==> src/rtl/uart_reg_cmd_ctrl.sv <==
`default_nettype none
// ============================================================================
// Module      : uart_reg_cmd_ctrl
// Description : Command sequencer between the UART byte RX/TX pair and the
//               internal register bus. Parses write (A5 addr dh dl) and read
//               (5A addr) frames and issues one register access per frame.
//               Sends response frames back one byte per TX handshake: 4B for
//               a write, 52 dh dl for a read, EE on error.
// Revision    : 1.0 - initial release
// ============================================================================
module uart_reg_cmd_ctrl #(
    parameter int ADDR_W     = 8,
    parameter int DATA_W     = 16,
    parameter int GAP_CLKS   = 108500,
    parameter int RD_TIMEOUT = 255
) (
    input  logic              clk,
    input  logic              rst,
    // UART receiver side
    input  logic              rx_valid,
    input  logic [7:0]        rx_data,
    // UART transmitter side
    output logic              tx_valid,
    output logic [7:0]        tx_data,
    input  logic              tx_done,
    // Register bus master
    output logic              reg_wr_en,
    output logic              reg_rd_en,
    output logic [ADDR_W-1:0] reg_addr,
    output logic [DATA_W-1:0] reg_wdata,
    input  logic [DATA_W-1:0] reg_rdata,
    input  logic              reg_rvalid,
    // Status
    output logic              busy,
    output logic              err_pulse
);

    // ------------------------------------------------------------------------
    // Frame and response byte codes
    // ------------------------------------------------------------------------
    localparam logic [7:0] c_CMD_WR  = 8'hA5;
    localparam logic [7:0] c_CMD_RD  = 8'h5A;
    localparam logic [7:0] c_RSP_WR  = 8'h4B;
    localparam logic [7:0] c_RSP_RD  = 8'h52;
    localparam logic [7:0] c_RSP_ERR = 8'hEE;

    // Counter widths sized so the terminal value always fits
    localparam int c_GAP_W = $clog2(GAP_CLKS + 1);
    localparam int c_TO_W  = $clog2(RD_TIMEOUT + 1);

    // The gap counter holds the number of idle clocks already seen; reaching
    // GAP_CLKS-1 with yet another idle clock means GAP_CLKS have elapsed.
    localparam logic [c_GAP_W-1:0] c_GAP_LAST = c_GAP_W'(GAP_CLKS - 1);
    // The read timer starts at 1 in the strobe cycle itself, so the check
    // against RD_TIMEOUT-1 fires on the RD_TIMEOUT-th clock after reg_rd_en.
    localparam logic [c_TO_W-1:0]  c_TO_LAST  = c_TO_W'(RD_TIMEOUT - 1);

    // ------------------------------------------------------------------------
    // State encoding
    // ------------------------------------------------------------------------
    typedef enum logic [3:0] {
        S_IDLE    = 4'd0,
        S_ADDR    = 4'd1,
        S_DHI     = 4'd2,
        S_DLO     = 4'd3,
        S_WR      = 4'd4,
        S_RD      = 4'd5,
        S_RD_WAIT = 4'd6,
        S_TX_SEND = 4'd7,
        S_TX_WAIT = 4'd8
    } state_t;

    state_t              r_state;
    logic                r_is_read;
    logic [c_GAP_W-1:0]  r_gap_cnt;
    logic [c_TO_W-1:0]   r_to_cnt;

    // Response frame: first byte plus captured read data for bytes 1 and 2
    logic [7:0]          r_resp_code;
    logic [DATA_W-1:0]   r_rdata_cap;
    logic [1:0]          r_tx_len;
    logic [1:0]          r_tx_idx;

    // Registered outputs
    logic                r_tx_valid;
    logic [7:0]          r_tx_data;
    logic                r_wr_en;
    logic                r_rd_en;
    logic [ADDR_W-1:0]   r_addr;
    logic [DATA_W-1:0]   r_wdata;
    logic                r_err;

    logic [1:0]          w_idx_next;
    logic [7:0]          w_next_byte;
    logic                w_gap_hit;
    logic                w_to_hit;

    assign w_idx_next = r_tx_idx + 2'd1;
    assign w_gap_hit  = (r_gap_cnt == c_GAP_LAST);
    assign w_to_hit   = (r_to_cnt >= c_TO_LAST);

    // Select the response byte that follows the one just acknowledged
    always_comb begin
        w_next_byte = r_resp_code;
        case (w_idx_next)
            2'd1:    w_next_byte = r_rdata_cap[DATA_W-1 -: 8];
            2'd2:    w_next_byte = r_rdata_cap[7:0];
            default: w_next_byte = r_resp_code;
        endcase
    end

    // Main sequencer: frame parsing, register access and response serialising
    always_ff @(posedge clk) begin
        if (rst) begin
            r_state     <= S_IDLE;
            r_is_read   <= 1'b0;
            r_gap_cnt   <= '0;
            r_to_cnt    <= '0;
            r_resp_code <= 8'h00;
            r_rdata_cap <= '0;
            r_tx_len    <= 2'd0;
            r_tx_idx    <= 2'd0;
            r_tx_valid  <= 1'b0;
            r_tx_data   <= 8'h00;
            r_wr_en     <= 1'b0;
            r_rd_en     <= 1'b0;
            r_addr      <= '0;
            r_wdata     <= '0;
            r_err       <= 1'b0;
        end else begin
            // Strobes and pulses default low; each is raised for one cycle
            r_tx_valid <= 1'b0;
            r_wr_en    <= 1'b0;
            r_rd_en    <= 1'b0;
            r_err      <= 1'b0;

            case (r_state)
                S_IDLE: begin
                    if (rx_valid) begin
                        r_gap_cnt <= '0;
                        if (rx_data == c_CMD_WR) begin
                            r_is_read <= 1'b0;
                            r_state   <= S_ADDR;
                        end else if (rx_data == c_CMD_RD) begin
                            r_is_read <= 1'b1;
                            r_state   <= S_ADDR;
                        end else begin
                            // Unknown command: single-byte error response
                            r_resp_code <= c_RSP_ERR;
                            r_tx_len    <= 2'd1;
                            r_tx_idx    <= 2'd0;
                            r_tx_valid  <= 1'b1;
                            r_tx_data   <= c_RSP_ERR;
                            r_err       <= 1'b1;
                            r_state     <= S_TX_SEND;
                        end
                    end
                end

                S_ADDR: begin
                    if (rx_valid) begin
                        r_gap_cnt <= '0;
                        r_addr    <= rx_data[ADDR_W-1:0];
                        if (r_is_read) begin
                            r_rd_en  <= 1'b1;
                            r_to_cnt <= '0;
                            r_state  <= S_RD;
                        end else begin
                            r_state  <= S_DHI;
                        end
                    end else if (w_gap_hit) begin
                        // Host stalled mid-frame: drop the frame silently
                        r_err   <= 1'b1;
                        r_state <= S_IDLE;
                    end else begin
                        r_gap_cnt <= r_gap_cnt + 1'b1;
                    end
                end

                S_DHI: begin
                    if (rx_valid) begin
                        r_gap_cnt                <= '0;
                        r_wdata[DATA_W-1 -: 8]   <= rx_data;
                        r_state                  <= S_DLO;
                    end else if (w_gap_hit) begin
                        r_err   <= 1'b1;
                        r_state <= S_IDLE;
                    end else begin
                        r_gap_cnt <= r_gap_cnt + 1'b1;
                    end
                end

                S_DLO: begin
                    if (rx_valid) begin
                        // Write strobe goes out the very next clock
                        r_gap_cnt     <= '0;
                        r_wdata[7:0]  <= rx_data;
                        r_wr_en       <= 1'b1;
                        r_state       <= S_WR;
                    end else if (w_gap_hit) begin
                        r_err   <= 1'b1;
                        r_state <= S_IDLE;
                    end else begin
                        r_gap_cnt <= r_gap_cnt + 1'b1;
                    end
                end

                S_WR: begin
                    r_resp_code <= c_RSP_WR;
                    r_tx_len    <= 2'd1;
                    r_tx_idx    <= 2'd0;
                    r_tx_valid  <= 1'b1;
                    r_tx_data   <= c_RSP_WR;
                    r_state     <= S_TX_SEND;
                end

                S_RD: begin
                    r_to_cnt <= c_TO_W'(1);
                    r_state  <= S_RD_WAIT;
                end

                S_RD_WAIT: begin
                    // Data is checked first so a late rvalid on the expiry
                    // clock still produces a data response
                    if (reg_rvalid) begin
                        r_rdata_cap <= reg_rdata;
                        r_resp_code <= c_RSP_RD;
                        r_tx_len    <= 2'd3;
                        r_tx_idx    <= 2'd0;
                        r_tx_valid  <= 1'b1;
                        r_tx_data   <= c_RSP_RD;
                        r_state     <= S_TX_SEND;
                    end else if (w_to_hit) begin
                        r_resp_code <= c_RSP_ERR;
                        r_tx_len    <= 2'd1;
                        r_tx_idx    <= 2'd0;
                        r_tx_valid  <= 1'b1;
                        r_tx_data   <= c_RSP_ERR;
                        r_err       <= 1'b1;
                        r_state     <= S_TX_SEND;
                    end else begin
                        r_to_cnt <= r_to_cnt + 1'b1;
                    end
                end

                S_TX_SEND: begin
                    r_state <= S_TX_WAIT;
                end

                S_TX_WAIT: begin
                    if (tx_done) begin
                        if (w_idx_next == r_tx_len) begin
                            r_state <= S_IDLE;
                        end else begin
                            r_tx_idx   <= w_idx_next;
                            r_tx_valid <= 1'b1;
                            r_tx_data  <= w_next_byte;
                            r_state    <= S_TX_SEND;
                        end
                    end
                end

                default: begin
                    r_state <= S_IDLE;
                end
            endcase
        end
    end

    assign tx_valid  = r_tx_valid;
    assign tx_data   = r_tx_data;
    assign reg_wr_en = r_wr_en;
    assign reg_rd_en = r_rd_en;
    assign reg_addr  = r_addr;
    assign reg_wdata = r_wdata;
    assign err_pulse = r_err;
    assign busy      = (r_state != S_IDLE);

endmodule
`default_nettype wire

==> config.mk <==
export PLATFORM = sky130hd
export DESIGN_NAME = uart_reg_cmd_ctrl
export DESIGN_NICKNAME = d
export VERILOG_FILES = /design/src/rtl/uart_reg_cmd_ctrl.sv
export SDC_FILE = /design/constraint.sdc
export NUM_CORES = 1
export LEC_CHECK = 0
export CAP_MARGIN = 0
export CELL_PAD_IN_SITES_DETAIL_PLACEMENT = 0
export CELL_PAD_IN_SITES_GLOBAL_PLACEMENT = 1
export CORE_MARGIN = 1.5
export CORE_UTILIZATION = 30
export CTS_BUF_LIST = sky130_fd_sc_hd__clkbuf_8
export CTS_CLUSTER_DIAMETER = 150
export CTS_CLUSTER_SIZE = 10
export DETAILED_ROUTE_END_ITERATION = 8
export PLACE_DENSITY = 0.62
export SYNTH_ARGS = -nofsm -noshare
export SYNTH_HDL_FRONTEND = slang
export SYNTH_SLANG_ARGS = --single-unit
==> constraint.sdc <==
create_clock -name clk -period 2.1 [get_ports clk]
set_input_delay 0.42 -clock clk [delete_from_list [all_inputs] [get_ports clk]]
set_output_delay 0.42 -clock clk [all_outputs]
set_load 0.02 [all_outputs]
### Yosys cells after proc, flatten, opt, wreduce, memory -nomap -nowiden

Index checks and enable logic that the tools add are counted.

| word-level totals | value |
|---|---|
| bits in read-only memories | 0 |
| output and inout port bits | 37 |
| flip-flop bits (word level) | 94 |
| memory bits (writable) | 0 |
| logic and storage cells | 130 |
| memories kept | 0 |
| input bits | 29 |
| latch bits | 0 |

| cells by class | value |
|---|---|
| multipliers | 0 |
| reduce and logical (&&, ||, !) cells | 20 |
| mux-type cells | 62 |
| div/mod/pow operators | 0 |
| magnitude comparators | 1 |
| shift operators | 0 |
| eq/ne operators | 25 |
| add/sub/neg operators | 3 |
| bitwise logic cells | 3 |

Operators with widths:

| operator | count |
|---|---|
| two-way mux 8 bit | 11 |
| two-way mux 17 bit | 3 |
| case mux 8 bit (3 select lines) | 2 |
| case mux 4 bit (9 select lines) | 1 |
| case mux 17 bit (2 select lines) | 1 |
| two-way mux 4 bit | 8 |
| case mux 8 bit (4 select lines) | 1 |
| two-way mux 2 bit | 12 |
| != test 2 bit, second input constant | 9 |
| adder 17 x 1 -> 17 bit, second input constant | 1 |
| == test 17 bit, second input constant | 1 |
| == test 4 x 3 -> 1 bit, second input constant | 4 |
| case mux 8 bit (2 select lines) | 1 |
| two-way mux 1 bit | 14 |
| two-way mux 3 bit | 4 |
| AND reduction 5 bit | 2 |
| AND reduction 3 bit | 3 |
| adder 8 x 1 -> 8 bit, second input constant | 1 |
| == test 4 x 2 -> 1 bit, second input constant | 2 |
| == test 8 x 7 -> 1 bit, second input constant | 1 |
| == test 8 bit, second input constant | 1 |
| greater-or-equal comparator 8 bit, second input constant | 1 |
| case mux 2 bit (4 select lines) | 1 |
| AND reduction 2 bit | 4 |
| 18 further kinds | 25 |

### Longest topological paths before layout

Gate-level depths: netlist (run 1).

| logic depth | value |
|---|---|
| depth in word-level cells | 6 |
| gate-level depth with buffers | 9 |
| depth with buffers taken out | 7 |

### Worst setup path after synthesis (run 1)

OpenSTA, ideal clock, no wires.

| path | value |
|---|---|
| kind | reg2reg |
| start | register r_tx_idx[0] |
| end | register r_tx_data[1] (netlist: tx_data[1]) |
| stages on the path, launching flop included | 9 |
| period minus slack after synthesis | 1.867 ns |
| setup slack | 0.233 ns |
| data arrival time | 1.776 ns |
| required time | 2.009 ns |
| buffers on the path | 1 |
| cell sequence | dfxtp_1 inv_1 ha_1 xnor2_1 a211oi_2 o211a_1 buf_6 a21oi_2 a311oi_1 |

| on the way | value |
|---|---|
| cells in the longest elaborated chain, start to end | 6 |
| elaborated cells on any way between the ends | 10 |
| classes of those cells | add/sub (1); eq/ne (4); mux (4); reduce/logical (1) |

Ends and longest elaborated chain:

| what | line | RTL |
|---|---|---|
| start: declaration | 82 | `logic [1:0] r_tx_idx;` |
| start signal: assignment | 255 | `r_tx_idx <= w_idx_next;` |
| adder 2 x 1 -> 2 bit * | 98 | `assign w_idx_next = r_tx_idx + 2'd1;` |
| == test 2 bit or == test 2 x 1 -> 1 bit (tied branches) | 105 | `case (w_idx_next)` |
| case mux 8 bit (2 select lines) | 105 |  |
| two-way mux 8 bit | 252 | `if (w_idx_next == r_tx_len) begin` |
| two-way mux 8 bit | 251 | `if (tx_done) begin` |
| case mux 8 bit (4 select lines) | 137 | `case (r_state)` |
| end signal: assignment | 153 | `r_tx_data <= c_RSP_ERR;` |
| end signal: assignment | 238 | `r_tx_data <= c_RSP_ERR;` |
| end signal: assignment | 257 | `r_tx_data <= w_next_byte;` |
| end: declaration | 86 | `logic [7:0] r_tx_data;` |

Every way passes the cells marked *; elsewhere a longest branch is shown, timed or not. The select of a mux whose other input is x is not followed.
A chain may end at the register's enable or synchronous reset.

### Final worst setup path (run 1)

| path | value |
|---|---|
| start | register r_tx_idx[0] |
| end | register r_tx_data[4] (netlist: tx_data[4]) |

Same word-level chain as after synthesis.

==> metrics.md, run 1 <==
| Metric | Value |
|---|---|
| Status | `finished, final reports clean` |
| Crit-path max cell delay | `0.40 ns` |
| DR vias | `3,858` |
| # nets final | `628` |
| Final Cell Area | `5710 sq um` |
| VDD IR-drop max | `0.616 mV` |
| EDFF count, synth | `0` |
| CTS tree | `built` |
| Sequential fraction of the synthesis area | `0.422` |
| Fin cells | `779` |
| Setup TNS | `0 ns` |
| Cell Rows | `43` |
| CP Max Fanout | `7` |
| Mapped Nets | `517` |
| Synthesized area | `4230 sq um` |
| Most used DFF post-synth | `dfxtp_1` |
| Ports | `66` |
| Core area | `13,800 sq um` |
| Total track usage | `0.161` |
| Final setup fails | `0` |
| Number of synthesized register bits | `89` |
| GRT overflow | `0` |
| Crit path kind | `flop to flop` |
| Hold Violations, Final | `0` |
| CP Cell Sequence | `inv_1 -> ha_1 -> xnor2_1 -> a211oi_2 -> buf_4 -> o211ai_4 -> nor2_4 -> a311oi_1` |
| Syn avg cell area | `8.75 sq um` |
| Synth cell types | `65` |
| Slowest CP cell | `dfxtp_1` |
| Final slew viol count | `0` |
| CTS Hold Bufs | `0` |
| Syn Inst Count | `483` |
| Share of layout cells above drive strength 1 | `0.202` |
| Cell taking the most area after synthesis | `dfxtp_1` |
| WL final | `11,300 um` |
| MaxCap Viol Count | `0` |
| Arr. time, crit path | `2.28 ns` |
| Antenna Nets Post-Route | `0` |
| First drt pass iteration count | `4` |
| # H-tree levels | `3` |
| Placer Congestion | `0.821` |
| Total power | `6.17 mW` |
| Synth warn | `0` |
| PD cells | `1080 nW/um^2` |
| Initial DRC Count | `152` |
| Max clock buf depth | `2` |
| Placed Cells incl. Taps | `762` |
| First-pass GRT wire length | `18,900 um` |
| Via/cell ratio | `4.95` |
| Most numerous cell in the Yosys netlist | `dfxtp_1` |
| Dpl hpwl | `8230 um` |
| Relative slew margins | `0.705` |
| Initial antenna violation count | `0` |
| IO buf count | `65` |
| Area Growth Syn to Fin | `35.1%` |
| Synth top area share | `0.422` |
| Final period utilization | `0.950` |
| Clock Skew | `0.00878 ns` |
| CP endpoint kind | `flop` |
| Per-cell routed wire length | `14.5 um` |
| FF/Latch Area | `1790 sq um` |
| Vias in the first global route | `3,779` |
| Die Height | `122 um` |
| Root buffer cell | `clkbuf_8` |
| Clock transition at the registers of the reported paths | `0.09 ns` |
| Pin count of the biggest net entering global routing | `32` |
| Final Critical Period | `1.99 ns` |
| # fillers | `1,372` |
| Worst hold path class | `input pin to flop` |
| Startpoint types | `flop` |
| Worst slew pin tran | `0.432 ns` |
| DIE AREA | `14,800 sq um` |
| CTS buffer count | `9` |
| Placed Area | `5460 sq um` |
| Latest clock arrival within the worst-skew pair | `0.37 ns` |
| Chip width | `122 um` |
| Antenna diode count | `0` |
| Fmax | `0.501 GHz` |
| Area of the multi-input gates | `2290 sq um` |
| Clk sink count | `89` |
| # DRC | `0` |
| WP data required | `2.38 ns` |
| Synth area leaders | `dfxtp_1 42%, mux2i_1 6.2%, nor2_1 5.2%, a21oi_1 4.7%, nand2_1 4.1%` |
| RSZ-0062 raised after global routing | `true` |
| Starting Density | `0.306` |
| Leak | `2.10 nW` |
| Async set-reset flop share out of synthesis | `0` |
| Post-synth top cells | `89 x dfxtp_1, 58 x nor2_1, 46 x nand2_1` |
-- where the power goes --
part	internal, mW	total [mW]	leakage, nW	switching [mW]
Clock	0.587	1.23	0.101	0.642
Combinational	1.32	2.83	1.27	1.51
Sequential	1.93	2.12	0.725	0.187
Total	3.83	6.17	2.10	2.34
-- through the flow --
stage	worst slack, ns	hold WS (ns)	util
finish	0.106	0.379	0.413
global route	-0.0127	0.373	0.413
CTS	0.0408	0.364	0.409
detailed placement	-0.214	0.447	0.395
global placement	-0.175	0.439	0.395
floorplan	0.233	0.433	-
-- layout make-up --
| cell class | count | share of cell area |
|---|---|---|
| clock buffers | 10 | 0.0241 |
| flip-flops and latches | 89 | 0.313 |
| clock inverters | 6 | 0.0116 |
| inverters | 15 | 0.00986 |
| repair buffers | 129 | 0.201 |
| multi-input cells | 350 | 0.401 |
| well taps | 180 | 0.0394 |
-- cells in the final DEF (no fill, tap or decap), types with 3 or more instances in the layout --
master           synthesis  layout
a22o_1                   4       4
and3_1                   5       5
nor4_1                   5       3
clkdlybuf4s50_1          0      63
a21oi_1                 40      39
dfxtp_1                 89      84
a211oi_1                 6       6
o21a_1                   6       6
nor2b_1                  3       3
xnor2_1                 16      16
a21oi_2                  6       7
ha_1                     5       4
a31oi_1                  3       3
nor4b_1                  3       3
nor2_1                  58      58
a311oi_1                 3       3
nand2b_1                 5       5
o211ai_1                 3       3
nand4_1                 10      10
inv_1                   15      15
a2111oi_0                3       3
buf_4                    0      62
nor3_1                  13      13
dfxtp_2                  0       5
mux2i_1                 26      26
o21ai_0                  9       9
nand2_1                 46      46
a211oi_2                 5       5
nand3b_1                 3       3
nand3_1                 14      14
a22oi_1                  3       3
clkbuf_8                 0      10
-- kinds of logic after synthesis --
family,synth area share
mux,0.0616
simple gates,0.225
compound gates,0.194
flops,0.422
xor+xnor,0.0373
buf+inv,0.0459
fa+ha+maj,0.0148
-- critical path, delay by kind of cell (launching register included) --
family / cells / cell delay (ns)
AOI/OAI and AO/OA: 3 / 0.61
xor gates and xnor gates: 1 / 0.23
adders and majority gates: 1 / 0.33
buffers and inverters: 2 / 0.24
DFF: 1 / 0.40
and+or+nand+nor: 1 / 0.09
-- worst paths after layout --
check                            startpoint          end  slack [ns]  cells after the start
worst max-delay path            r_tx_idx[0]   tx_data[4]        0.11                      8
worst min-delay path                    rst   r_state[3]        0.38                      2
worst max register to register  r_tx_idx[0]   tx_data[4]        0.11                      8
worst min register to register  r_to_cnt[7]  r_to_cnt[7]        0.46                      2
-- what timing repair did --
item                                    in CTS  in global routing
buffers inserted                             0                  1
gates cloned                                 0                  0
endpoints found under the setup margin       1                 13
gates resized for setup                      1                 13
pin swaps                                    0                 10
-- registers in the layout, indices dropped and copies added (netlist names), 2 cells and up --
name	flops
r_rdata_cap	16
reg_wdata	16
r_gap_cnt	17
reg_addr	8
r_state	4
tx_data	8
r_tx_idx	2
r_resp_code	5
r_to_cnt	8
-- layer usage --
layer / wire length [um] / part of all wire / up-vias / track usage
li1: - / - / 1958 / -
met1: 5530 / 0.49 / 1837 / 0.214
met2: 5370 / 0.47 / 51 / 0.260
met3: 274 / 0.024 / 12 / 0.0318
met4: 163 / 0.014 / 0 / 0.0551
met5: 0 / 0 / - / 0
Note: power is estimated with default switching activity, not from simulation.
==> run 2, diff against run 1 <==
Settings changed: CAP_MARGIN 0 to 20.
==> results of run 2 <==
Final layout, timing and power as in run 1 (identical DEF).
==> run 3, diff against run 2 <==
Settings changed: GPL_TIMING_DRIVEN set to 0.
==> metrics.md, run 3 (same netlist as run 1, synthesis figures left out) <==
| Metric | Value |
|---|---|
| CTS buffer count | `9 (unchanged)` |
| Arr. time, crit path | `2.33 ns (+0.05 ns)` |
| # H-tree levels | `3 (unchanged)` |
| Initial DRC Count | `235 (+55%)` |
| Dpl hpwl | `8470 um (+2.9%)` |
| # nets final | `597 (-4.9%)` |
| Antenna Nets Post-Route | `0 (unchanged)` |
| First drt pass iteration count | `5 (+1)` |
| First-pass GRT wire length | `18,900 um (about the same)` |
| Max clock buf depth | `2 (unchanged)` |
| Fin cells | `748 (-4.0%)` |
| CTS tree | `built` |
| DIE AREA | `14,800 sq um (unchanged)` |
| Placed Cells incl. Taps | `727 (-4.6%)` |
| Internal | `3.54 mW (-7.6%)` |
| RSZ-0062 raised after global routing | `true` |
| Area Growth Syn to Fin | `28.4%` |
| Hold Violations, Final | `0 (unchanged)` |
| Worst slew pin tran | `0.694 ns (+0.262 ns)` |
| Placed Area | `5090 sq um (-6.7%)` |
| CP Max Fanout | `10 (+3)` |
| Clk sink count | `89 (unchanged)` |
| Chip width | `122 um (unchanged)` |
| Final slew viol count | `0 (unchanged)` |
| Core area | `13,800 sq um (unchanged)` |
| Worst r2r dst | `tx_data[4]` |
| Worst reg-to-reg path cell count | `8 (unchanged)` |
| Largest Register | `r_gap_cnt` |
| Psw | `2.36 mW (+0.83%)` |
| Register share of total power | `0.353 (+0.010)` |
| Max FFs per register | `17 (unchanged)` |
| Pin count of the biggest net entering global routing | `16 (-50%)` |
| Status | `finished, final reports clean` |
| CP endpoint kind | `flop` |
| Ports | `66 (unchanged)` |
| Final worst-path setup slack | `0.0184 ns (-0.0875 ns)` |
| Comb pwr share | `0.444 (-0.014)` |
| Dpl ws | `-0.430 ns (-0.216 ns)` |
| Latest clock arrival within the worst-skew pair | `0.39 ns (+0.02 ns)` |
| Final period utilization | `0.991 (+0.0417)` |
| Worst setup path endpoint | `tx_data[4]` |
| Cell Rows | `43 (unchanged)` |
| VDD IR-drop max | `0.469 mV (-24%)` |
| Commonest non-fill, non-tap cell in the layout | `dfxtp_1` |
| Via/cell ratio | `5.01 (+1.3%)` |
| Setup TNS | `0 ns (unchanged)` |
| DR vias | `3,751 (-2.8%)` |
| Crit path kind | `input pin to flop` |
| MaxCap Viol Count | `0 (unchanged)` |
| Worst hold path class | `flop to flop` |
| Leak | `1.90 nW (-9.5%)` |
| Initial antenna violation count | `0 (unchanged)` |
| Relative slew margins | `0.537 (-0.167)` |
| Share of layout cells above drive strength 1 | `0.141 (-0.0612)` |
| Per-cell routed wire length | `15.9 um (+9.4%)` |
| Final setup fails | `0 (unchanged)` |
| Vias in the first global route | `3,686 (-2.5%)` |
| Critical Path Source | `rx_data[3]` |
| # DRC | `0 (unchanged)` |
| GRT overflow | `0 (unchanged)` |
| IO buf count | `64 (-1.5%)` |
| Sw Share | `0.400 (+0.0208)` |
| Die Height | `122 um (unchanged)` |
| WP data required | `2.35 ns (-0.03 ns)` |
| Total track usage | `0.166 (+0.00506)` |
| Antenna diode count | `0 (unchanged)` |
| Final Cell Area | `5430 sq um (-4.9%)` |
| Fin util | `0.393 (-0.0204)` |
| Placer Congestion | `0.824 (+0.43%)` |
| PD cells | `1090 nW/um^2 (+0.52%)` |
| Reg-to-reg startpoint | `r_to_cnt[0]` |
| Clk pwr share | `0.202 (+0.003)` |
| Final Critical Period | `2.08 ns (+0.0875 ns)` |
| Commonest non-fill, non-tap cells in the layout | `86 x dfxtp_1, 62 x clkdlybuf4s50_1, 57 x nor2_1` |
| Startpoint types | `input pin` |
| Starting Density | `0.306 (unchanged)` |
| Fmax | `0.480 GHz (-4.2%)` |
| Hold path cells | `2 (unchanged)` |
| Clock transition at the registers of the reported paths | `0.09 ns (about the same)` |
| WL final | `11,900 um (+5.1%)` |
| Root buffer cell | `clkbuf_8` |
| Clock Skew | `0.0135 ns (+0.00472 ns)` |
| Reg-to-reg slack, setup | `0.07 ns (-0.04 ns)` |
run 3: changes by cell type in the layout (fill, tap and decap cells not counted), moves of 2 or more:
cell | previous run | this run
buf_4 | 62 | 7
clkbuf_1 | 0 | 13
buf_2 | 1 | 9
a2111oi_0 | 3 | 0
clkbuf_2 | 0 | 3
nor2_4 | 1 | 4
a2111oi_1 | 0 | 2
buf_12 | 2 | 0
buf_6 | 0 | 2
clkbuf_8 | 10 | 12
clkinv_4 | 0 | 2
dfxtp_1 | 84 | 86
dfxtp_2 | 5 | 3
nor2_2 | 2 | 0
run 3: how the worst min path moves through the flow:
stage / startpoint / endpoint / slack [ns]
2_1_floorplan: r_resp_code[5] / r_resp_code[5] / 0.43
3_3_place_gp: r_rdata_cap[12] / r_rdata_cap[12] / 0.44
3_5_place_dp: r_resp_code[5] / r_resp_code[5] / 0.45
4_1_cts: r_to_cnt[7] / r_to_cnt[7] / 0.46
5_1_grt: r_rdata_cap[12] / r_rdata_cap[12] / 0.48
6_report: r_rdata_cap[6] / r_rdata_cap[6] / 0.46
run 3: critical path, cell delays in order:
cell and delay, ns:
clkdlybuf4s50_1 0.51, nor4b_1 0.37, nand4_1 0.27, a31o_2 0.32, buf_2 0.21, a21oi_2 0.17, a311oi_2 0.06
run 3: power groups by stage:
stage          registers, mW  logic, mW  clock network, mW
2_1_floorplan           2.24       1.53                  0
3_3_place_gp            2.11       2.44                  0
3_5_place_dp            2.12       2.45                  0
4_1_cts                 2.08       2.52               1.25
5_1_grt                 2.11       2.84               1.31
6_report                2.08       2.62               1.19
run 3: cell type report:
class / count / area (sq um)
fillers: 1423 / 8400
multi-input cells: 350 / 2340
flip-flops and latches: 89 / 1790
repair buffers: 70 / 683
well taps: 180 / 225
clock buffers: 12 / 165
plain buffers: 28 / 141
inverters: 15 / 56.3
clock inverters: 4 / 33.8
run 3: metrics by stage:
stage / power (mW) / hold slack, ns
after global routing: 6.26 / 0.477
after floorplan: 3.77 / 0.433
after detailed placement: 4.57 / 0.448
after CTS: 5.85 / 0.462
after global placement: 4.55 / 0.444
final: 5.90 / 0.461
run 3: metal layers:
layer | wire length [um] | global-route usage | vias to the layer above
met2 | 5650 | 0.272 | 66
li1 | - | - | 1883
met4 | 117 | 0.0478 | 0
met3 | 506 | 0.0459 | 8
met5 | 0 | 0 | -
met1 | 5640 | 0.213 | 1794
run 3: repair_timing:
item	4_1_cts	5_1_grt
resized for setup	9	26
endpoints found under the setup margin	23	56
hold buffers	0	0
buffers inserted	5	1
pin swaps	3	4
